## config.mk

```make
export PLATFORM = sky130hd
export DESIGN_NAME = tl_ul_a_arbiter_2
export DESIGN_NICKNAME = d
export VERILOG_FILES = /design/src/rtl/tl_ul_pkg.sv /design/src/rtl/tl_rr_grant2.sv /design/src/rtl/tl_ul_a_arbiter_2.sv
export SDC_FILE = /design/constraint.sdc
export NUM_CORES = 1
export LEC_CHECK = 0
export ABC_CLOCK_PERIOD_IN_PS = 2500
export CAP_MARGIN = 30
export CORE_AREA = 2 2 233 235
export DETAILED_ROUTE_END_ITERATION = 8
export DIE_AREA = 0 0 235 237
export DONT_BUFFER_PORTS = 1
export PLACE_DENSITY = 0.3
export SLEW_MARGIN = 5
export SYNTH_ARGS = -nofsm -noshare
export SYNTH_HDL_FRONTEND = slang
export SYNTH_SLANG_ARGS = --single-unit
```

## constraint.sdc

```tcl
create_clock -name clock -period 2.5 [get_ports clock]
set_clock_uncertainty 0.2 [all_clocks]
set_input_delay 0.25 -clock clock [delete_from_list [all_inputs] [get_ports clock]]
set_output_delay 0.25 -clock clock [all_outputs]
set_load 0.05 [all_outputs]
```

## src/rtl/tl_ul_pkg.sv

```systemverilog
// Shared TileLink-UL definitions: opcodes, arbiter state, beat helper.
// Used by the two-client A-channel arbiter (optional TL_ARB_PERF_EN).
package tl_ul_pkg;

  localparam int ADDR_W = 29;
  localparam int DATA_W = 64;
  localparam int CSRC_W = 5;

  localparam logic [2:0] PUT_FULL    = 3'd0;
  localparam logic [2:0] PUT_PARTIAL = 3'd1;
  localparam logic [2:0] GET         = 3'd4;
  localparam logic [2:0] ACK         = 3'd0;
  localparam logic [2:0] ACK_DATA    = 3'd1;

  typedef enum logic [0:0] {
    IDLE   = 1'b0,
    LOCKED = 1'b1
  } arb_state_e;

  // Returns beats-1; only Puts wider than one 8-byte beat are bursts.
  function automatic logic [2:0] tl_beats(
    input logic [2:0] opcode,
    input logic [2:0] size
  );
    logic [2:0] r;
    r = 3'd0;
    if ((opcode == PUT_FULL || opcode == PUT_PARTIAL)
        && size > 3'd3) begin
      unique case (size)
        3'd4:    r = 3'd1;
        3'd5:    r = 3'd3;
        default: r = 3'd7;
      endcase
    end
    return r;
  endfunction

endpackage

```

## src/rtl/tl_rr_grant2.sv

```systemverilog
// Two-way round-robin picker: prio names the client that wins a tie.
// Part of tl_ul_a_arbiter_2 (optional TL_ARB_PERF_EN in top).
module tl_rr_grant2 (
  input  logic [1:0] valid,
  input  logic       prio,
  output logic       grant,
  output logic       any
);

  assign any = |valid;

  always_comb begin
    grant = 1'b0;
    unique case (1'b1)
      (valid == 2'b11): grant = prio;
      (valid == 2'b10): grant = 1'b1;
      default:          grant = 1'b0;
    endcase
  end

endmodule

```

## src/rtl/tl_ul_a_arbiter_2.sv

```systemverilog
// Two-client TileLink-UL arbiter: round-robin A with Put burst lock, D by tag.
// Define TL_ARB_PERF_EN to add saturating grant/contention counters.
module tl_ul_a_arbiter_2
  import tl_ul_pkg::*;
#(
  parameter int ADDR_W = tl_ul_pkg::ADDR_W,
  parameter int DATA_W = tl_ul_pkg::DATA_W,
  parameter int CSRC_W = tl_ul_pkg::CSRC_W
) (
  input  logic                clock,
  input  logic                reset,

  output logic                in0_a_ready,
  input  logic                in0_a_valid,
  input  logic [2:0]          in0_a_bits_opcode,
  input  logic [2:0]          in0_a_bits_param,
  input  logic [2:0]          in0_a_bits_size,
  input  logic [CSRC_W-1:0]   in0_a_bits_source,
  input  logic [ADDR_W-1:0]   in0_a_bits_address,
  input  logic [DATA_W/8-1:0] in0_a_bits_mask,
  input  logic [DATA_W-1:0]   in0_a_bits_data,
  input  logic                in0_a_bits_corrupt,
  input  logic                in0_d_ready,
  output logic                in0_d_valid,
  output logic [2:0]          in0_d_bits_opcode,
  output logic [1:0]          in0_d_bits_param,
  output logic [2:0]          in0_d_bits_size,
  output logic [CSRC_W-1:0]   in0_d_bits_source,
  output logic                in0_d_bits_sink,
  output logic                in0_d_bits_denied,
  output logic [DATA_W-1:0]   in0_d_bits_data,
  output logic                in0_d_bits_corrupt,

  output logic                in1_a_ready,
  input  logic                in1_a_valid,
  input  logic [2:0]          in1_a_bits_opcode,
  input  logic [2:0]          in1_a_bits_param,
  input  logic [2:0]          in1_a_bits_size,
  input  logic [CSRC_W-1:0]   in1_a_bits_source,
  input  logic [ADDR_W-1:0]   in1_a_bits_address,
  input  logic [DATA_W/8-1:0] in1_a_bits_mask,
  input  logic [DATA_W-1:0]   in1_a_bits_data,
  input  logic                in1_a_bits_corrupt,
  input  logic                in1_d_ready,
  output logic                in1_d_valid,
  output logic [2:0]          in1_d_bits_opcode,
  output logic [1:0]          in1_d_bits_param,
  output logic [2:0]          in1_d_bits_size,
  output logic [CSRC_W-1:0]   in1_d_bits_source,
  output logic                in1_d_bits_sink,
  output logic                in1_d_bits_denied,
  output logic [DATA_W-1:0]   in1_d_bits_data,
  output logic                in1_d_bits_corrupt,

  input  logic                out_a_ready,
  output logic                out_a_valid,
  output logic [2:0]          out_a_bits_opcode,
  output logic [2:0]          out_a_bits_param,
  output logic [2:0]          out_a_bits_size,
  output logic [CSRC_W:0]     out_a_bits_source,
  output logic [ADDR_W-1:0]   out_a_bits_address,
  output logic [DATA_W/8-1:0] out_a_bits_mask,
  output logic [DATA_W-1:0]   out_a_bits_data,
  output logic                out_a_bits_corrupt,

  output logic                out_d_ready,
  input  logic                out_d_valid,
  input  logic [2:0]          out_d_bits_opcode,
  input  logic [1:0]          out_d_bits_param,
  input  logic [2:0]          out_d_bits_size,
  input  logic [CSRC_W:0]     out_d_bits_source,
  input  logic                out_d_bits_sink,
  input  logic                out_d_bits_denied,
  input  logic [DATA_W-1:0]   out_d_bits_data,
  input  logic                out_d_bits_corrupt
`ifdef TL_ARB_PERF_EN
  ,
  output logic [31:0]         perf_grants0,
  output logic [31:0]         perf_grants1,
  output logic [31:0]         perf_contend
`endif
);

  arb_state_e state;
  logic       prio;
  logic       owner;
  logic [2:0] beats_left;

  logic [1:0] a_valid;
  logic       pick;
  logic       any_valid;
  logic       sel;
  logic       a_fire;
  logic [2:0] first_beats;
  logic       d_idx;

  assign a_valid = {in1_a_valid, in0_a_valid};

  tl_rr_grant2 u_pick (
    .valid (a_valid),
    .prio  (prio),
    .grant (pick),
    .any   (any_valid)
  );

  // While locked the owner is forwarded even if it drops valid.
  assign sel = (state == LOCKED) ? owner : pick;

  assign out_a_valid = (state == LOCKED) ? a_valid[owner]
                                         : any_valid;

  assign out_a_bits_opcode  = sel ? in1_a_bits_opcode
                                  : in0_a_bits_opcode;
  assign out_a_bits_param   = sel ? in1_a_bits_param
                                  : in0_a_bits_param;
  assign out_a_bits_size    = sel ? in1_a_bits_size
                                  : in0_a_bits_size;
  assign out_a_bits_source  = sel ? {1'b1, in1_a_bits_source}
                                  : {1'b0, in0_a_bits_source};
  assign out_a_bits_address = sel ? in1_a_bits_address
                                  : in0_a_bits_address;
  assign out_a_bits_mask    = sel ? in1_a_bits_mask
                                  : in0_a_bits_mask;
  assign out_a_bits_data    = sel ? in1_a_bits_data
                                  : in0_a_bits_data;
  assign out_a_bits_corrupt = sel ? in1_a_bits_corrupt
                                  : in0_a_bits_corrupt;

  assign in0_a_ready = out_a_ready & ~sel;
  assign in1_a_ready = out_a_ready &  sel;

  assign a_fire      = out_a_valid & out_a_ready;
  assign first_beats = tl_beats(out_a_bits_opcode, out_a_bits_size);

  always_ff @(posedge clock or negedge reset) begin
    if (!reset) begin
      state      <= IDLE;
      prio       <= 1'b0;
      owner      <= 1'b0;
      beats_left <= 3'd0;
    end else if (a_fire) begin
      unique case (state)
        IDLE: begin
          prio <= ~pick;
          if (first_beats != 3'd0) begin
            state      <= LOCKED;
            owner      <= pick;
            beats_left <= first_beats;
          end
        end
        LOCKED: begin
          beats_left <= beats_left - 3'd1;
          if (beats_left == 3'd1) state <= IDLE;
        end
      endcase
    end
  end

  // Responses are steered per beat by the tag bit added on the A side.
  assign d_idx       = out_d_bits_source[CSRC_W];
  assign in0_d_valid = out_d_valid & ~d_idx;
  assign in1_d_valid = out_d_valid &  d_idx;
  assign out_d_ready = d_idx ? in1_d_ready : in0_d_ready;

  assign in0_d_bits_opcode  = out_d_bits_opcode;
  assign in0_d_bits_param   = out_d_bits_param;
  assign in0_d_bits_size    = out_d_bits_size;
  assign in0_d_bits_source  = out_d_bits_source[CSRC_W-1:0];
  assign in0_d_bits_sink    = out_d_bits_sink;
  assign in0_d_bits_denied  = out_d_bits_denied;
  assign in0_d_bits_data    = out_d_bits_data;
  assign in0_d_bits_corrupt = out_d_bits_corrupt;

  assign in1_d_bits_opcode  = out_d_bits_opcode;
  assign in1_d_bits_param   = out_d_bits_param;
  assign in1_d_bits_size    = out_d_bits_size;
  assign in1_d_bits_source  = out_d_bits_source[CSRC_W-1:0];
  assign in1_d_bits_sink    = out_d_bits_sink;
  assign in1_d_bits_denied  = out_d_bits_denied;
  assign in1_d_bits_data    = out_d_bits_data;
  assign in1_d_bits_corrupt = out_d_bits_corrupt;

`ifdef TL_ARB_PERF_EN
  logic first_fire;
  logic contend;

  assign first_fire = a_fire & (state == IDLE);
  assign contend    = (&a_valid) & (state == IDLE);

  always_ff @(posedge clock or negedge reset) begin
    if (!reset) begin
      perf_grants0 <= 32'd0;
      perf_grants1 <= 32'd0;
      perf_contend <= 32'd0;
    end else begin
      if (first_fire && !pick && perf_grants0 != '1)
        perf_grants0 <= perf_grants0 + 32'd1;
      if (first_fire && pick && perf_grants1 != '1)
        perf_grants1 <= perf_grants1 + 32'd1;
      if (contend && perf_contend != '1)
        perf_contend <= perf_contend + 32'd1;
    end
  end
`endif

endmodule

```

### Yosys cells after proc, flatten, opt, wreduce, memory -nomap -nowiden

Index checks and enable logic that the tools add are counted.

| storage, ports and cells | value |
|---|---|
| register bits | 6 |
| input bits | 321 |
| output and inout bits | 283 |

| cells by class | value |
|---|---|
| add/subtract/negate cells | 1 |
| magnitude comparators | 2 |
| eq/ne operators | 7 |
| mux-type cells | 21 |
| bitwise operators | 9 |
| reduce and logical (&&, ||, !) cells | 8 |

Operators with widths:

| operator | count |
|---|---|
| two-way mux 64 bit | 1 |
| two-way mux 29 bit | 1 |
| two-way mux 3 bit | 5 |
| case mux 3 bit (2 select lines) | 2 |
| two-way mux 1 bit | 8 |
| two-way mux 8 bit | 1 |
| == test 3 x 1 -> 1 bit, second input constant | 2 |
| == test 3 bit, second input constant | 2 |
| two-way mux 6 bit | 1 |
| bitwise AND 1 bit | 5 |
| == test 2 bit, second input constant | 2 |
| inverter 1 bit | 4 |
| case mux 1 bit (2 select lines) | 2 |
| AND reduction 2 bit | 2 |
| greater-than comparator 3 x 2 -> 1 bit, second input constant | 1 |
| logical NOT 3 bit | 1 |
| AND reduction 3 bit | 1 |
| nonzero test 3 bit | 1 |
| subtractor 3 x 1 -> 3 bit, second input constant | 1 |
| less-than comparator 1 x 2 -> 1 bit, second input constant | 1 |
| inequality test 2 bit, second input constant | 1 |
| OR reduction 2 bit | 1 |
| logical AND 1 bit | 1 |
| logical OR 1 bit | 1 |

### Longest topological paths before layout

Gate-level depths: netlist of run 1.

| depth | value |
|---|---|
| depth after elaboration | 11 |
| gate-level depth with buffers | 6 |
| depth with buffers taken out | 5 |

### Cells and area by module

A second synthesis of run 1 with hierarchy kept.

| unflattened totals | value |
|---|---|
| cells, all modules | 588 |
| area, all modules | 3,108.0 µm² |

Modules (own cells, without submodules):

| module | instances | cells an instance | area an instance (µm²) | seq. area each (µm²) |
|---|---|---|---|---|
| tl_ul_a_arbiter_2 | 1 | 585 | 3,090.5 | 150.1 |
| tl_rr_grant2 | 1 | 3 | 17.5 | 0.0 |

### Worst setup path before layout of run 1

No wires, ideal clock.

| timing | value |
|---|---|
| path type | register to output |
| start | reg state |
| end | out in0_a_ready |
| data arrival time | 1.816 ns |
| data required time | 2.050 ns |
| slack | 0.234 ns |
| cell stages (with the launch flop) | 7 |
| path buffers | 3 |
| cell sequence | dfrtp_1 > and2_1 > a31o_1 > buf_6 > buf_6 > buf_6 > nor2_1 |

| between the ends | value |
|---|---|
| cells in the longest elaborated chain, start to end | 3 |

RTL lines:

| item | line | source |
|---|---|---|
| start: declaration | tl_ul_a_arbiter_2.sv:84 | `arb_state_e state;` |
| start signal: assignment | tl_ul_a_arbiter_2.sv:137 | `state <= IDLE;` |
| start signal: assignment | tl_ul_a_arbiter_2.sv:146 | `state <= LOCKED;` |
| start signal: assignment | tl_ul_a_arbiter_2.sv:153 | `if (beats_left == 3'd1) state <= IDLE;` |
| two-way mux 1 bit | tl_ul_a_arbiter_2.sv:107 | `assign sel = (state == LOCKED) ? owner : pick;` |
| net sel | tl_ul_a_arbiter_2.sv:92 | `logic sel;` |
| inverter 1 bit | tl_ul_a_arbiter_2.sv:129 | `assign in0_a_ready = out_a_ready & ~sel;` |
| bitwise AND 1 bit | tl_ul_a_arbiter_2.sv:129 |  |
| end: declaration | tl_ul_a_arbiter_2.sv:13 | `output logic in0_a_ready,` |

The timed path passes the listed nets, and every way through them passes these cells.

### Worst setup path after layout of run 1

| timing | value |
|---|---|
| start | reg prio |
| end | out out_a_bits_data[41] |

| between the ends | value |
|---|---|
| cells in the longest elaborated chain, start to end | 3 |

RTL lines:

| item | line | source |
|---|---|---|
| start: declaration | tl_ul_a_arbiter_2.sv:85 | `logic prio;` |
| start signal: assignment | tl_ul_a_arbiter_2.sv:144 | `prio <= ~pick;` |
| case mux 1 bit (2 select lines) | tl_rr_grant2.sv:14 | `unique case (1'b1)` |
| two-way mux 1 bit | tl_ul_a_arbiter_2.sv:107 |  |
| two-way mux 64 bit | tl_ul_a_arbiter_2.sv:124 | `assign out_a_bits_data = sel ? in1_a_bits_data` |
| end: declaration | tl_ul_a_arbiter_2.sv:63 | `output logic [DATA_W-1:0] out_a_bits_data,` |

Every way passes these cells.

==> results of run 1 <==
## per-layer routing
layer,track usage,vias to the layer above
met3,0.0396,41
met5,0,-
met1,0.0475,815
li1,-,696
met4,0.0245,6
met2,0.0875,433
## power by group through the flow
stage                     registers [W]  logic [W]  clock network [W]
after floorplan                0.000175    0.00527                  0
after global placement         0.000183    0.00486                  0
after detailed placement       0.000182    0.00487                  0
after CTS                      0.000181    0.00488           0.000262
after global routing           0.000187    0.00498           0.000272
final                          0.000178    0.00481           0.000260
## layout make-up
class                           count  area share
Tap cell                          696       0.266
Clock buffer                        3      0.0229
Multi-Input combinational cell    159       0.625
Sequential cell                     6      0.0458
Inverter                            5     0.00573
Timing Repair Buffer               10      0.0313
Antenna cell                        4     0.00306
## per-stage QoR
step                      hold WS (ns)  cells  instance area [µm²]  power (W)
after global placement          -0.244    875                 3180    0.00505
after detailed placement        -0.244    875                 3180    0.00505
after global routing            0.0365    883                 3280    0.00544
after floorplan                 -0.246    347                 3580    0.00545
after CTS                       0.0189    879                 3270    0.00532
final                           0.0159    883                 3280    0.00525
## final timing paths
path,startpoint,endpoint,slack [ns],cells after the start
min in group asynchronous,reset,owner$_DFFE_PN0P_,0.16,1
hold reg to reg,prio$_DFFE_PN0P_,prio$_DFFE_PN0P_,0.27,1
setup reg to reg,state$_DFFE_PN0P_,prio$_DFFE_PN0P_,0.50,6
hold / removal,in1_a_valid,owner$_DFFE_PN0P_,0.02,2
max in group asynchronous,reset,beats_left[2]$_DFFE_PN0P_,1.69,1
setup / recovery,prio$_DFFE_PN0P_,out_a_bits_data[41],0.13,4
## sequential cells by signal, summed over array words and instances, names as in the netlist
name and count:
beats_left 3, owner 1, prio 1, state 1
## synth_stat cells
cell                          n
sky130_fd_sc_hd__buf_4      161
sky130_fd_sc_hd__mux2_4     107
sky130_fd_sc_hd__buf_6       13
sky130_fd_sc_hd__mux2_1      10
sky130_fd_sc_hd__dfrtp_1      6
sky130_fd_sc_hd__inv_1        4
sky130_fd_sc_hd__and2_1       3
sky130_fd_sc_hd__nand2_1      3
sky130_fd_sc_hd__nand2b_1     3
sky130_fd_sc_hd__nand3_1      3
sky130_fd_sc_hd__nor2_1       3
sky130_fd_sc_hd__a21oi_1      2
sky130_fd_sc_hd__ha_1         2
sky130_fd_sc_hd__mux2i_1      2
sky130_fd_sc_hd__nor3b_1      2
sky130_fd_sc_hd__o31ai_1      2
sky130_fd_sc_hd__a311o_1      1
sky130_fd_sc_hd__a31o_1       1
sky130_fd_sc_hd__a31oi_1      1
sky130_fd_sc_hd__and3b_1      1
sky130_fd_sc_hd__buf_2        1
sky130_fd_sc_hd__buf_8        1
sky130_fd_sc_hd__clkbuf_1     1
sky130_fd_sc_hd__inv_2        1
sky130_fd_sc_hd__mux2_2       1
sky130_fd_sc_hd__mux2i_4      1
sky130_fd_sc_hd__nor2b_1      1
sky130_fd_sc_hd__nor3_1       1
sky130_fd_sc_hd__nor3b_2      1
sky130_fd_sc_hd__nor4_1       1
sky130_fd_sc_hd__o21ai_1      1
sky130_fd_sc_hd__o22a_1       1
sky130_fd_sc_hd__o2bb2ai_1    1
sky130_fd_sc_hd__o31a_1       1
sky130_fd_sc_hd__o32a_1       1
sky130_fd_sc_hd__o41ai_1      1
sky130_fd_sc_hd__or2_2        1
## cell families after synthesis
family	count (synthesis)
AOI/OAI and AO/OA	13
DFF	6
and+or+nand+nor	23
adders and majority gates	2
muxes	121
buffers and inverters	182
==> impl_metrics.py, run 1 <==
metrics = {
    "setup_path": {
        "crit_family": "multiplexers",
        "critical_path_arrival_ns": 1.92,
        "cp_num_buf_inv": 1,
        "path_max_fanout": 66,
        "crit_chain": "nand2b_1, a31o_4, buf_12, mux2_4",
        "critical_path_required_ns": 2.05,
        "critical_path.max_stage_delay_ns": 0.50,
        "timing.critical_path.to_type": "output pin",
        "timing.critical_path.slowest_stage_cell": "sky130_fd_sc_hd__mux2_4",
        "crit_type": "reg2out",
        "crit_path_start_kind": "register",
    },
    "die": {
        "die-width_um": 235,
        "floorplan.initialDensity": 0.0672,
        "die_area_um2": 55700,
        "fp.coreArea_um2": 53300,
        "placementRows": 85,
        "die_extent_in_y_um": 237,
        "top_level_ports": 604,
    },
    "global_routing": {
        "grt_first_pass_wirelength_um": 19100,
        "track_usage": 0.0526,
        "grt_overflow": 0,
        "maximum_number_of_pins_on_one_net_before_global_route_repair": 67,
        "number_of_antenna_violations_at_the_first_check_in_global_routing": 15,
        "grt_pass1_vias": 2008,
    },
    "cells_and_area": {
        "filler_cell_count": 6181,
        "nets": 508,
        "share_of_cells_above_drive_strength_1": 0.689,
        "layout.area.seq_um2": 150,
        "layout.core_utilization": 0.0615,
        "mostFrequentLayoutCells": "sky130_fd_sc_hd__mux2_4 (107), sky130_fd_sc_hd__mux2_1 (10), sky130_fd_sc_hd__buf_4 (7), sky130_fd_sc_hd__dfrtp_1 (6), sky130_fd_sc_hd__inv_1 (4)",
        "multi_input_comb_area_um2": 2050,
        "layout.cells.most_common": "sky130_fd_sc_hd__mux2_4",
        "area_growth_pct": -8.53,
    },
    "route": {
        "top_signal_layer_used": "met5",
        "antenna_violating_nets_post_route": 0,
        "met2WireLength_um": 7820,
        "number_of_search_and_repair_iterations_in_the_first_detailed_routing_pass": 4,
        "avgViaCountPerCell": 2.25,
        "finalWirelength_um": 16500,
        "routed_wire_length_per_instance_um": 18.7,
        "detail_route.iter0.violations": 58,
        "route.layer.met1.wl_um": 4960,
        "detail_route.drc_violations": 0,
        "routed-via-count": 1991,
        "detailed_routed_wire_length_on_met3_um": 2950,
    },
    "sta": {
        "final.period_utilization": 0.948,
        "slew_headroom": 0.615,
        "fmaxAchievable_ghz": 0.422,
        "period_minus_slack_ns": 2.37,
        "number_of_endpoints_failing_setup_at_the_final_stage": 0,
        "timing.final.hold_violations": 0,
        "fin_setup_tns_ns": 0,
        "pins_over_their_slew_limit": 0,
        "worst_slew_pin_slew_ns": 0.577,
        "worst_slack_ns": 0.129,
        "unrepaired_setup_endpoints_after_global_routing": "false",
    },
    "power": {
        "seq_power_share": 0.034,
        "power.share.clock": 0.050,
        "power-per-cell-area_nw_per_um2": 1600,
        "p_int_w": 0.00181,
        "total_leakage_power_nw": 1.15,
        "ir_drop_mv": 0.535,
        "p_switching_w": 0.00344,
        "p_comb_frac": 0.916,
        "swShare": 0.654,
    },
    "synthesis": {
        "synthMuxAreaShare": 0.495,
        "synthXorXnorAreaFrac": 0,
        "synth.avg_cell_area_um2": 10.3,
        "synth_top_family_by_area": "multiplexers",
        "mapped_cell_area_um2": 3580,
        "synth_warnings": 0,
        "synth.top_cells.by_area": "sky130_fd_sc_hd__mux2_4 (45%), sky130_fd_sc_hd__buf_4 (34%), sky130_fd_sc_hd__dfrtp_1 (4.2%)",
        "postSynthRegisterBits": 6,
        "post_synth_fa_ha_maj_area_fraction": 0.00699,
        "synth_seq_area_share": 0.0419,
        "mappedNetlistNets": 670,
        "synth_top_cell_area_share": 0.449,
        "synth_largest_area_cell": "sky130_fd_sc_hd__mux2_4",
        "synthSimpleGateAreaFrac": 0.0377,
        "synth_compound_gate_area_share": 0.0280,
        "synthDistinctLibCells": 37,
        "postSynthCellCount": 347,
    },
    "clocking": {
        "cts.repair.resized": 0,
        "cts_root_buffer": "sky130_fd_sc_hd__clkbuf_16",
        "postCtsSetupBuffers": 0,
        "clock_sink_count": 6,
        "cts_made_buffers": 3,
        "htree_levels": 1,
        "worst_skew_pair.late_latency_ns": 0.23,
        "cts-root-to-sink-buffers": 2,
        "clk_pin_slew_ns": 0.03,
        "postCtsHoldBufs": 1,
        "tritoncts": "done",
    },
    "placement": {
        "dp_worst_setup_slack_ns": 0.403,
        "post-dp-hpwl_um": 15100,
        "portBuffers": 0,
        "gp_congestion": 0.737,
    },
    "job": {
        "max-cap-violations": 0,
    },
    "outcome": {
        "run_status": "completed",
    },
    "worst_hold_path": {
        "class_of_the_tightest_hold_or_removal_check": "in2reg",
    },
}
No activity file was read; power rests on OpenSTA's default activity.
==> run 2, diff against run 1 <==
- CTS_BUF_LIST: unset -> sky130_fd_sc_hd__clkbuf_4
==> impl_metrics.py, run 2 (synthesized netlist as in run 1, its figures left out) <==
metrics = {
    "outcome": {
        "run_status": "completed",
    },
    "die": {
        "die_extent_in_y_um": 237,
        "fp.coreArea_um2": 53300,
        "placementRows": 85,
        "die-width_um": 235,
        "floorplan.initialDensity": 0.0672,
        "die_area_um2": 55700,
        "top_level_ports": 604,
    },
    "job": {
        "max-cap-violations": 0,
    },
    "cells_and_area": {
        "nets": 509,
        "share_of_cells_above_drive_strength_1": 0.685,
        "mostFrequentLayoutCells": "sky130_fd_sc_hd__mux2_4 (107), sky130_fd_sc_hd__mux2_1 (10), sky130_fd_sc_hd__buf_4 (7), sky130_fd_sc_hd__dfrtp_1 (6), sky130_fd_sc_hd__inv_1 (4)",
        "register_name_with_the_most_flops": "beats_left",
        "area_growth_pct": -9.64,
        "layout.cells.most_common": "sky130_fd_sc_hd__mux2_4",
        "largest_register_ff_count": 3,
        "final_standard_cell_count_with_taps_included_and_fillers_excluded": 885,
    },
    "route": {
        "routed-via-count": 1996,
        "finalWirelength_um": 16600,
        "detail_route.drc_violations": 0,
        "number_of_search_and_repair_iterations_in_the_first_detailed_routing_pass": 4,
        "antenna_violating_nets_post_route": 0,
        "routed_wire_length_per_instance_um": 18.8,
        "avgViaCountPerCell": 2.26,
        "detail_route.iter0.violations": 64,
    },
    "worst_hold_path": {
        "hold-path-endpoint": "owner$_DFFE_PN0P_",
        "worst_hold_path.num_cells": 3,
        "hp-start": "in0_a_valid",
        "class_of_the_tightest_hold_or_removal_check": "in2reg",
    },
    "setup_path": {
        "critical_path_required_ns": 2.05,
        "reg2regPathDepth": 6,
        "crit_type": "reg2out",
        "reg2reg_from": "state$_DFFE_PN0P_",
        "critical_path_arrival_ns": 1.93,
        "ff2ff_setup_slack_ns": 0.48,
        "timing.critical_path.to_type": "output pin",
        "path_max_fanout": 66,
        "critical_path.reg2reg.endpoint": "prio$_DFFE_PN0P_",
        "crit_path_start_kind": "register",
    },
    "global_routing": {
        "track_usage": 0.0527,
        "grt_first_pass_wirelength_um": 19100,
        "grt_pass1_vias": 2012,
        "maximum_number_of_pins_on_one_net_before_global_route_repair": 67,
        "number_of_antenna_violations_at_the_first_check_in_global_routing": 16,
        "grt_overflow": 0,
    },
    "power": {
        "power.share.clock": 0.018,
        "p_int_w": 0.00166,
        "ir_drop_mv": 0.533,
        "seq_power_share": 0.035,
        "swShare": 0.673,
        "p_comb_frac": 0.947,
        "power-per-cell-area_nw_per_um2": 1570,
        "total_leakage_power_nw": 1.13,
        "p_switching_w": 0.00342,
    },
    "sta": {
        "worst_slew_pin_slew_ns": 0.576,
        "number_of_endpoints_failing_setup_at_the_final_stage": 0,
        "fmaxAchievable_ghz": 0.420,
        "unrepaired_setup_endpoints_after_global_routing": "false",
        "worst_slack_ns": 0.116,
        "fin_setup_tns_ns": 0,
        "final.period_utilization": 0.953,
        "pins_over_their_slew_limit": 0,
        "slew_headroom": 0.615,
        "period_minus_slack_ns": 2.38,
        "timing.final.hold_violations": 0,
    },
    "clocking": {
        "tritoncts": "done",
        "worst_skew_pair.late_latency_ns": 0.25,
        "cts_made_buffers": 3,
        "cts-root-to-sink-buffers": 2,
        "htree_levels": 1,
        "clock_sink_count": 6,
        "clk_pin_slew_ns": 0.05,
        "postCtsSetupBuffers": 0,
        "cts_root_buffer": "sky130_fd_sc_hd__clkbuf_4",
    },
    "placement": {
        "placed_cells_incl_taps": 875,
        "gp_congestion": 0.737,
        "dp_worst_setup_slack_ns": 0.403,
        "portBuffers": 0,
        "post-dp-hpwl_um": 15100,
    },
}
[run 2: worst max-delay path: stages, from the launching register on]
cell                       delay [ns]
sky130_fd_sc_hd__dfrtp_1         0.36
sky130_fd_sc_hd__nand2b_1        0.19
sky130_fd_sc_hd__a31o_4          0.29
sky130_fd_sc_hd__buf_12          0.18
sky130_fd_sc_hd__mux2_4          0.50
[run 2: metal layers]
layer | vias up | wire (µm) | track usage
met5 | - | 41 | 0
met1 | 816 | 5000 | 0.0477
met2 | 433 | 7870 | 0.0879
li1 | 701 | - | -
met4 | 6 | 716 | 0.0228
met3 | 40 | 2980 | 0.0403
[run 2: worst max-delay path by stage]
stage / startpoint / end / slack (ns) / cells past startpoint
6_report: prio$_DFFE_PN0P_ / out_a_bits_data[41] / 0.12 / 4
5_1_grt: owner$_DFFE_PN0P_ / out_a_bits_data[41] / 0.04 / 4
4_1_cts: prio$_DFFE_PN0P_ / out_a_bits_data[41] / 0.14 / 4
3_5_place_dp: prio$_DFFE_PN0P_ / out_a_bits_data[41] / 0.40 / 4
3_3_place_gp: owner$_DFFE_PN0P_ / out_a_bits_data[41] / 0.41 / 4
2_1_floorplan: state$_DFFE_PN0P_ / in0_a_ready / 0.23 / 6
[run 2: repair_timing]
action / in CTS / in global routing
hold buffers: 2 / 0
hold endpoints to repair: 7 / 0
gates resized for setup: 0 / 0
[run 2: cell type report]
class / count / area [µm²]
fill: 6187 / 50000
multi-input combinational: 159 / 2050
tap: 696 / 871
sequential: 6 / 150
timing repair buffer: 11 / 113
clock buffer: 3 / 22.5
inverter: 5 / 18.8
antenna: 5 / 12.5
[run 2: per-stage QoR]
stage	total power [W]	util	hold WS, ns	instance area [µm²]
after floorplan	0.00545	-	-0.246	3580
after global placement	0.00505	0.0597	-0.244	3180
after detailed placement	0.00505	0.0597	-0.244	3180
after CTS	0.00515	0.0605	0.144	3220
after global routing	0.00527	0.0607	0.156	3240
final	0.00508	0.0607	0.127	3240
[run 2: power groups by stage]
stage | Clock (W) | Sequential [W] | Combinational, W
finish | 0.0000910 | 0.000179 | 0.00481
global route | 0.000100 | 0.000187 | 0.00498
detailed placement | 0 | 0.000182 | 0.00487
floorplan | 0 | 0.000175 | 0.00527
CTS | 0.0000923 | 0.000180 | 0.00488
global placement | 0 | 0.000183 | 0.00486
